--- config.mk ---
export PLATFORM = sky130hd
export DESIGN_NAME = inst_cache
export DESIGN_NICKNAME = d
export VERILOG_FILES = /design/src/rtl/inst_cache.sv
export SDC_FILE = /design/constraint.sdc
export NUM_CORES = 2
export LEC_CHECK = 0
export CORE_ASPECT_RATIO = 1.75
export CORE_MARGIN = 1.5
export CORE_UTILIZATION = 34
export CTS_BUF_LIST = sky130_fd_sc_hd__clkbuf_16
export DETAILED_ROUTE_END_ITERATION = 6
export MAX_ROUTING_LAYER = met4
export SLEW_MARGIN = 20
export SYNTH_ARGS = -nofsm -noshare
export SYNTH_HDL_FRONTEND = slang
export SYNTH_SLANG_ARGS = --single-unit
--- constraint.sdc ---
create_clock -name clk -period 8.2 [get_ports clk]
set_clock_uncertainty 0.05 [all_clocks]
set_input_delay 2.05 -clock clk [delete_from_list [all_inputs] [get_ports clk]]
set_output_delay 2.05 -clock clk [all_outputs]
set_load 0.05 [all_outputs]
--- src/rtl/inst_cache.sv ---
// -----------------------------------------------------------------------------
// inst_cache -- direct-mapped instruction cache, 2^INDEX_W lines of 4 words.
//
// The core sees a combinational ROM: data_o and stallreq_o are derived in the
// same cycle from ce_i/addr_i. A miss stalls the core and refills the whole
// line from external memory one word at a time, then commits tag/valid.
//
// Ports:
//   clk, rst         clock; asynchronous active-low reset
//   ce_i, addr_i     fetch enable and byte address (bits [1:0] ignored)
//   data_o           fetched instruction word (0 when no hit)
//   stallreq_o       stall request to the pipeline controller
//   flush_i          one-cycle pulse, invalidates every line
//   mem_req_o        external word read request
//   mem_addr_o       external word address (4-byte aligned)
//   mem_ack_i        external read complete, mem_data_i valid this cycle
//   mem_data_i       external read data
//   dbg_state        current FSM state (IDLE=0, REFILL=1, COMMIT=2)
//   hit_cnt_o        saturating hit counter      (ICACHE_STATS_EN only)
//   miss_cnt_o       saturating refill counter   (ICACHE_STATS_EN only)
//
// Memory handshake: mem_req_o/mem_addr_o are held stable until a cycle in
// which mem_ack_i is high; that cycle transfers mem_data_i. After an ack the
// request stays high with the next word address. An ack while mem_req_o is
// low carries no data and is ignored.
//
// Optional build macro: ICACHE_STATS_EN adds the hit/miss counters.
// -----------------------------------------------------------------------------
module inst_cache #(
    parameter int INDEX_W = 4,
    parameter int ADDR_W  = 32
) (
    input  logic              clk,
    input  logic              rst,
    input  logic              ce_i,
    input  logic [ADDR_W-1:0] addr_i,
    output logic [31:0]       data_o,
    output logic              stallreq_o,
    input  logic              flush_i,
    output logic              mem_req_o,
    output logic [ADDR_W-1:0] mem_addr_o,
    input  logic              mem_ack_i,
    input  logic [31:0]       mem_data_i,
    output logic [1:0]        dbg_state
`ifdef ICACHE_STATS_EN
    ,
    output logic [31:0]       hit_cnt_o,
    output logic [31:0]       miss_cnt_o
`endif
);

    localparam int TAG_W = ADDR_W - INDEX_W - 4;
    localparam int LINES = 1 << INDEX_W;

    typedef enum logic [1:0] {
        IDLE   = 2'd0,
        REFILL = 2'd1,
        COMMIT = 2'd2
    } state_t;

    state_t             state;
    logic [LINES-1:0]   valid;
    logic [TAG_W-1:0]   tag_mem  [LINES];
    logic [31:0]        data_mem [LINES][4];

    logic [TAG_W-1:0]   lat_tag;
    logic [INDEX_W-1:0] lat_index;
    logic [1:0]         cnt;
    logic               flush_seen;   // a flush arrived during this refill

    logic [1:0]         offset;
    logic [INDEX_W-1:0] index;
    logic [TAG_W-1:0]   tag;
    logic               hit;
    logic [1:0]         next_cnt;
    logic               addr_unused;

    assign offset      = addr_i[3:2];
    assign index       = addr_i[INDEX_W+3:4];
    assign tag         = addr_i[ADDR_W-1:INDEX_W+4];
    assign addr_unused = ^addr_i[1:0];
    assign next_cnt    = cnt + 2'd1;

    // Lookups only hit in IDLE so a line is never read while it is refilled.
    assign hit        = ce_i & valid[index] & (tag_mem[index] == tag) & (state == IDLE);
    assign data_o     = hit ? data_mem[index][offset] : 32'd0;
    assign stallreq_o = ce_i & ~hit;
    assign dbg_state  = state;

    // Line storage: data and tag are not reset; valid bits gate their use.
    always_ff @(posedge clk) begin
        if (state == REFILL && mem_ack_i) begin
            data_mem[lat_index][cnt] <= mem_data_i;
        end
        if (state == COMMIT) begin
            tag_mem[lat_index] <= lat_tag;
        end
    end

    always_ff @(posedge clk or negedge rst) begin
        if (!rst) begin
            state      <= IDLE;
            valid      <= '0;
            lat_tag    <= '0;
            lat_index  <= '0;
            cnt        <= 2'd0;
            flush_seen <= 1'b0;
            mem_req_o  <= 1'b0;
            mem_addr_o <= '0;
        end else begin
            case (state)
                IDLE: begin
                    if (flush_i) begin
                        valid <= '0;
                    end
                    if (ce_i && !hit) begin
                        state      <= REFILL;
                        lat_tag    <= tag;
                        lat_index  <= index;
                        cnt        <= 2'd0;
                        flush_seen <= 1'b0;
                        mem_req_o  <= 1'b1;
                        mem_addr_o <= {tag, index, 4'b0000};
                    end
                end
                REFILL: begin
                    // The burst always completes; a flush only stops the commit.
                    if (flush_i) begin
                        valid      <= '0;
                        flush_seen <= 1'b1;
                    end
                    if (mem_ack_i) begin
                        cnt <= next_cnt;
                        if (cnt == 2'd3) begin
                            state     <= COMMIT;
                            mem_req_o <= 1'b0;
                        end else begin
                            mem_addr_o <= {lat_tag, lat_index, next_cnt, 2'b00};
                        end
                    end
                end
                COMMIT: begin
                    if (flush_i) begin
                        valid <= '0;
                    end else if (!flush_seen) begin
                        valid[lat_index] <= 1'b1;
                    end
                    state <= IDLE;
                end
                default: begin
                    state     <= IDLE;
                    mem_req_o <= 1'b0;
                end
            endcase
        end
    end

`ifdef ICACHE_STATS_EN
    always_ff @(posedge clk or negedge rst) begin
        if (!rst) begin
            hit_cnt_o  <= 32'd0;
            miss_cnt_o <= 32'd0;
        end else begin
            if (hit && hit_cnt_o != 32'hFFFF_FFFF) begin
                hit_cnt_o <= hit_cnt_o + 32'd1;
            end
            if (state == IDLE && ce_i && !hit && miss_cnt_o != 32'hFFFF_FFFF) begin
                miss_cnt_o <= miss_cnt_o + 32'd1;
            end
        end
    end
`endif

endmodule

==> flow_metrics.env <==
export IMPL_p_leak_nw=34.71
export IMPL_grt_pass1_vias=46440
export IMPL_port_buffers=132
export IMPL_rsz0062_at_grt="no"
export IMPL_critPathLaunch="addr_i[4]"
export IMPL_crit_end="data_o[24]"
export IMPL_ctsResizeCount=0
export IMPL_finalSetupViolCount=0
export IMPL_synth_avg_cell_area_um2=23.65
export IMPL_die_h_um=709.4
export IMPL_cap_violations=0
export IMPL_routed_wl_um=242300
export IMPL_vias_per_cell=5.279
export IMPL_finalMaxSlewViolations=0
export IMPL_grt_max_degree=147
export IMPL_postCtsSetupBuffers=0
export IMPL_numClockSinks=2512
export IMPL_drtIter0Drc=4250
export IMPL_ant_nets=0
export IMPL_status="finished, final reports clean"
export IMPL_gr_usage_all_layers=0.1714
export IMPL_ios=137
export IMPL_seq_area_frac_synth=0.7740
export IMPL_synth_warnings=0
export IMPL_drive_above_1_share=0.3151
export IMPL_placeableCoreArea_mm2=0.2839
export IMPL_crit_fanout=31
export IMPL_cts_hold_buf=0
export IMPL_tns_ns=0
export IMPL_htree_levels=4
export IMPL_syn2layout_area_growth_pct=14.97
export IMPL_overflow=0
export IMPL_relSlewSlack=0.2587
export IMPL_tightest_slew_ns=1.112
export IMPL_dp_cells=7978
export IMPL_drtPass1Iterations=5
export IMPL_hpwl_um=138200
export IMPL_cts_buffers=221
export IMPL_period_minus_slack_ns=7.820
export IMPL_insertion_delay_ns=0.85
export IMPL_synth_area_mm2=0.09695
export IMPL_start_util=0.3415
export IMPL_nets=4496
export IMPL_critPathKind="input port to primary output"
export IMPL_arrival_ns=5.72
export IMPL_rows=259
export IMPL_vias=44280
export IMPL_fin_cells=8389
export IMPL_r2r_cells=12
export IMPL_drc=0
export IMPL_syn_inst=4099
export IMPL_antenna_found_initial=18
export IMPL_root_buffer="clkbuf_16"
export IMPL_die_w_um=406.7
export IMPL_ys_seq_elements=2512
export IMPL_path_clk_slew_ns=0.06
export IMPL_cts_tree="built"
export IMPL_cp_end_kind="primary output"
export IMPL_fin_crit_sh=0.9536
export IMPL_clk_path_buf_depth=4
export IMPL_synth_cell_types=55
export IMPL_fillers=25100
export IMPL_fmaxAchievable_mhz=127.9
export IMPL_gp_congestion=0.7827
export IMPL_reg2reg_to="lat_tag[17]$_DFFE_PN0P_"
export IMPL_synth_edf_count=2432
export IMPL_powerDensity_mw_per_mm2=252.0
export IMPL_reg2reg_from="tag_mem[15][1]$_DFFE_PP_"
export IMPL_vdd_ir_drop_max_v=0.0002406
export IMPL_synth_ff_type="edfxtp_1"
export IMPL_hold_viol_final=0
export IMPL_worst_r2r_setup_slack_ns=4.28
export IMPL_async_flop_share=0.03185
export IMPL_wl_per_cell_um=28.89
export IMPL_dieArea_mm2=0.2885
export IMPL_hold_path_class="flop to flop"
export IMPL_grt_pass1_wl_um=342600
export IMPL_startpoint_type="input port"
export IMPL_cp_required_ns=6.10
==> critical path, stage by stage <==
cell,delay [ns]
buf_8,0.29
buf_4,0.28
mux4_2,0.51
mux2i_1,0.20
xnor2_1,0.15
nor3_2,0.18
nand4_1,0.18
a2111oi_2,0.55
nand4_4,0.25
buf_12,0.25
a311oi_1,0.31
buf_4,0.22
buf_12,0.14
==> power by group <==
| part | leakage [nW] | switching, mW | internal, mW |
|---|---|---|---|
| Combinational | 8.33 | 1.71 | 0.993 |
| Clock | 3.53 | 4.64 | 5.52 |
| Sequential | 22.8 | 0.441 | 14.8 |
| Total | 34.7 | 6.78 | 21.3 |
==> sequential cells by signal, summed over array words and instances (netlist names) <==
name / count
data_mem: 2048
cnt: 2
flush_seen: 1
valid: 16
lat_index: 4
dbg_state: 2
mem_req_o: 1
tag_mem: 384
lat_tag: 24
mem_addr_o: 30
==> layout make-up <==
class,instances,area (um^2),area share
tap,3784,4735,0.04248
sequential,2512,75030,0.6732
timing repair buffer,327,3363,0.03017
antenna,9,22.52,0.0002021
clock inverter,175,1346,0.01208
inverter,59,229.0,0.002054
clock buffer,221,5530,0.04962
multi-input combinational,1302,21200,0.1902
==> metal layers <==
| layer | wire (um) | global-route usage | up-vias | share of wire |
|---|---|---|---|---|
| met5 | 0 | - | - | 0 |
| met4 | 6541 | 0.04799 | 0 | 0.027 |
| met3 | 11810 | 0.01938 | 374 | 0.049 |
| met2 | 131500 | 0.3063 | 1361 | 0.54 |
| met1 | 92470 | 0.2031 | 24500 | 0.38 |
| li1 | - | - | 18050 | - |
==> cell usage after synthesis (4+ instances only) <==
| cell | n | area (um^2) |
|---|---|---|
| a211oi_1 | 22 | 165.2 |
| a21oi_1 | 5 | 25.02 |
| a221oi_1 | 5 | 43.79 |
| a221oi_2 | 28 | 420.4 |
| a22o_1 | 6 | 52.55 |
| a22oi_1 | 8 | 60.06 |
| a311oi_1 | 8 | 70.07 |
| a31oi_1 | 15 | 93.84 |
| and2_1 | 12 | 75.07 |
| and3_1 | 7 | 43.79 |
| buf_1 | 13 | 48.80 |
| buf_2 | 65 | 325.3 |
| buf_4 | 9 | 67.56 |
| buf_6 | 10 | 112.6 |
| clkbuf_1 | 125 | 469.2 |
| dfrtp_1 | 80 | 2002 |
| edfxtp_1 | 2432 | 73030 |
| ha_1 | 4 | 50.05 |
| inv_1 | 59 | 221.5 |
| mux2_2 | 5 | 56.30 |
| mux2_4 | 25 | 375.4 |
| mux2i_1 | 71 | 710.7 |
| mux4_2 | 738 | 16620 |
| nand2_1 | 72 | 270.3 |
| nand3_1 | 14 | 70.07 |
| nand4_1 | 5 | 31.28 |
| nor2_1 | 139 | 521.8 |
| nor2b_1 | 31 | 193.9 |
| nor3_1 | 13 | 65.06 |
| nor4_1 | 5 | 31.28 |
| o21ai_0 | 5 | 25.02 |
| xnor2_1 | 30 | 262.8 |
==> through the flow <==
| stage | hold slack, ns | util | total power, mW | worst slack, ns | instance area [um^2] |
|---|---|---|---|---|---|
| 4_1_cts | 0.4478 | 0.3920 | 28.34 | 0.3109 | 111300 |
| 2_1_floorplan | 0.4071 | - | 16.98 | 0.4314 | 96950 |
| 5_1_grt | 0.4808 | 0.3926 | 28.91 | 0.1521 | 111500 |
| 3_3_place_gp | 0.4267 | 0.3676 | 18.16 | 0.2616 | 104300 |
| 3_5_place_dp | 0.4324 | 0.3677 | 18.25 | 0.3660 | 104400 |
| 6_report | 0.4582 | 0.3926 | 28.09 | 0.3805 | 111500 |
==> worst min path at each step <==
stage / startpoint / to / cells past startpoint
floorplan: valid[1]$_DFFE_PN0P_ / valid[1]$_DFFE_PN0P_ / 2
global placement: valid[8]$_DFFE_PN0P_ / valid[8]$_DFFE_PN0P_ / 2
detailed placement: valid[15]$_DFFE_PN0P_ / valid[15]$_DFFE_PN0P_ / 2
CTS: valid[15]$_DFFE_PN0P_ / valid[15]$_DFFE_PN0P_ / 2
global route: valid[12]$_DFFE_PN0P_ / valid[12]$_DFFE_PN0P_ / 2
finish: valid[9]$_DFFE_PN0P_ / valid[9]$_DFFE_PN0P_ / 2
==> cell usage in the layout (no fill, tap or decap), drive strengths merged, types with 4 or more instances in the layout <==
cell type	synthesis	layout
mux2	30	30
clkbuf	125	221
nor2	139	139
ha	4	4
a221oi	33	33
nor3	14	14
nor2b	32	32
xnor2	30	30
and3	7	7
a21oi	5	5
a22oi	8	8
a31oi	16	16
buf	102	266
a22o	6	6
nand3	14	14
inv	59	110
and2	13	13
edfxtp	2432	2432
a311oi	8	8
clkinv	0	96
nand2	72	72
nand4	6	6
diode	0	9
nor4	5	5
clkinvlp	0	8
mux4	738	738
clkdlybuf4s50	0	61
bufinv	0	20
dfrtp	80	80
o21ai	5	5
a211oi	22	22
mux2i	71	71
==> cells by family after synthesis <==
logic type	share of synthesized area
AO/OA/AOI/OAI	0.01123
XOR/XNOR	0.002710
adder cells (fa/ha/maj)	0.0005163
buffers and inverters	0.01377
flip-flops	0.7740
multiplexers	0.1832
other	0.00003868
AND/OR/NAND/NOR	0.01455
Power figures use the tool's default switching activity.
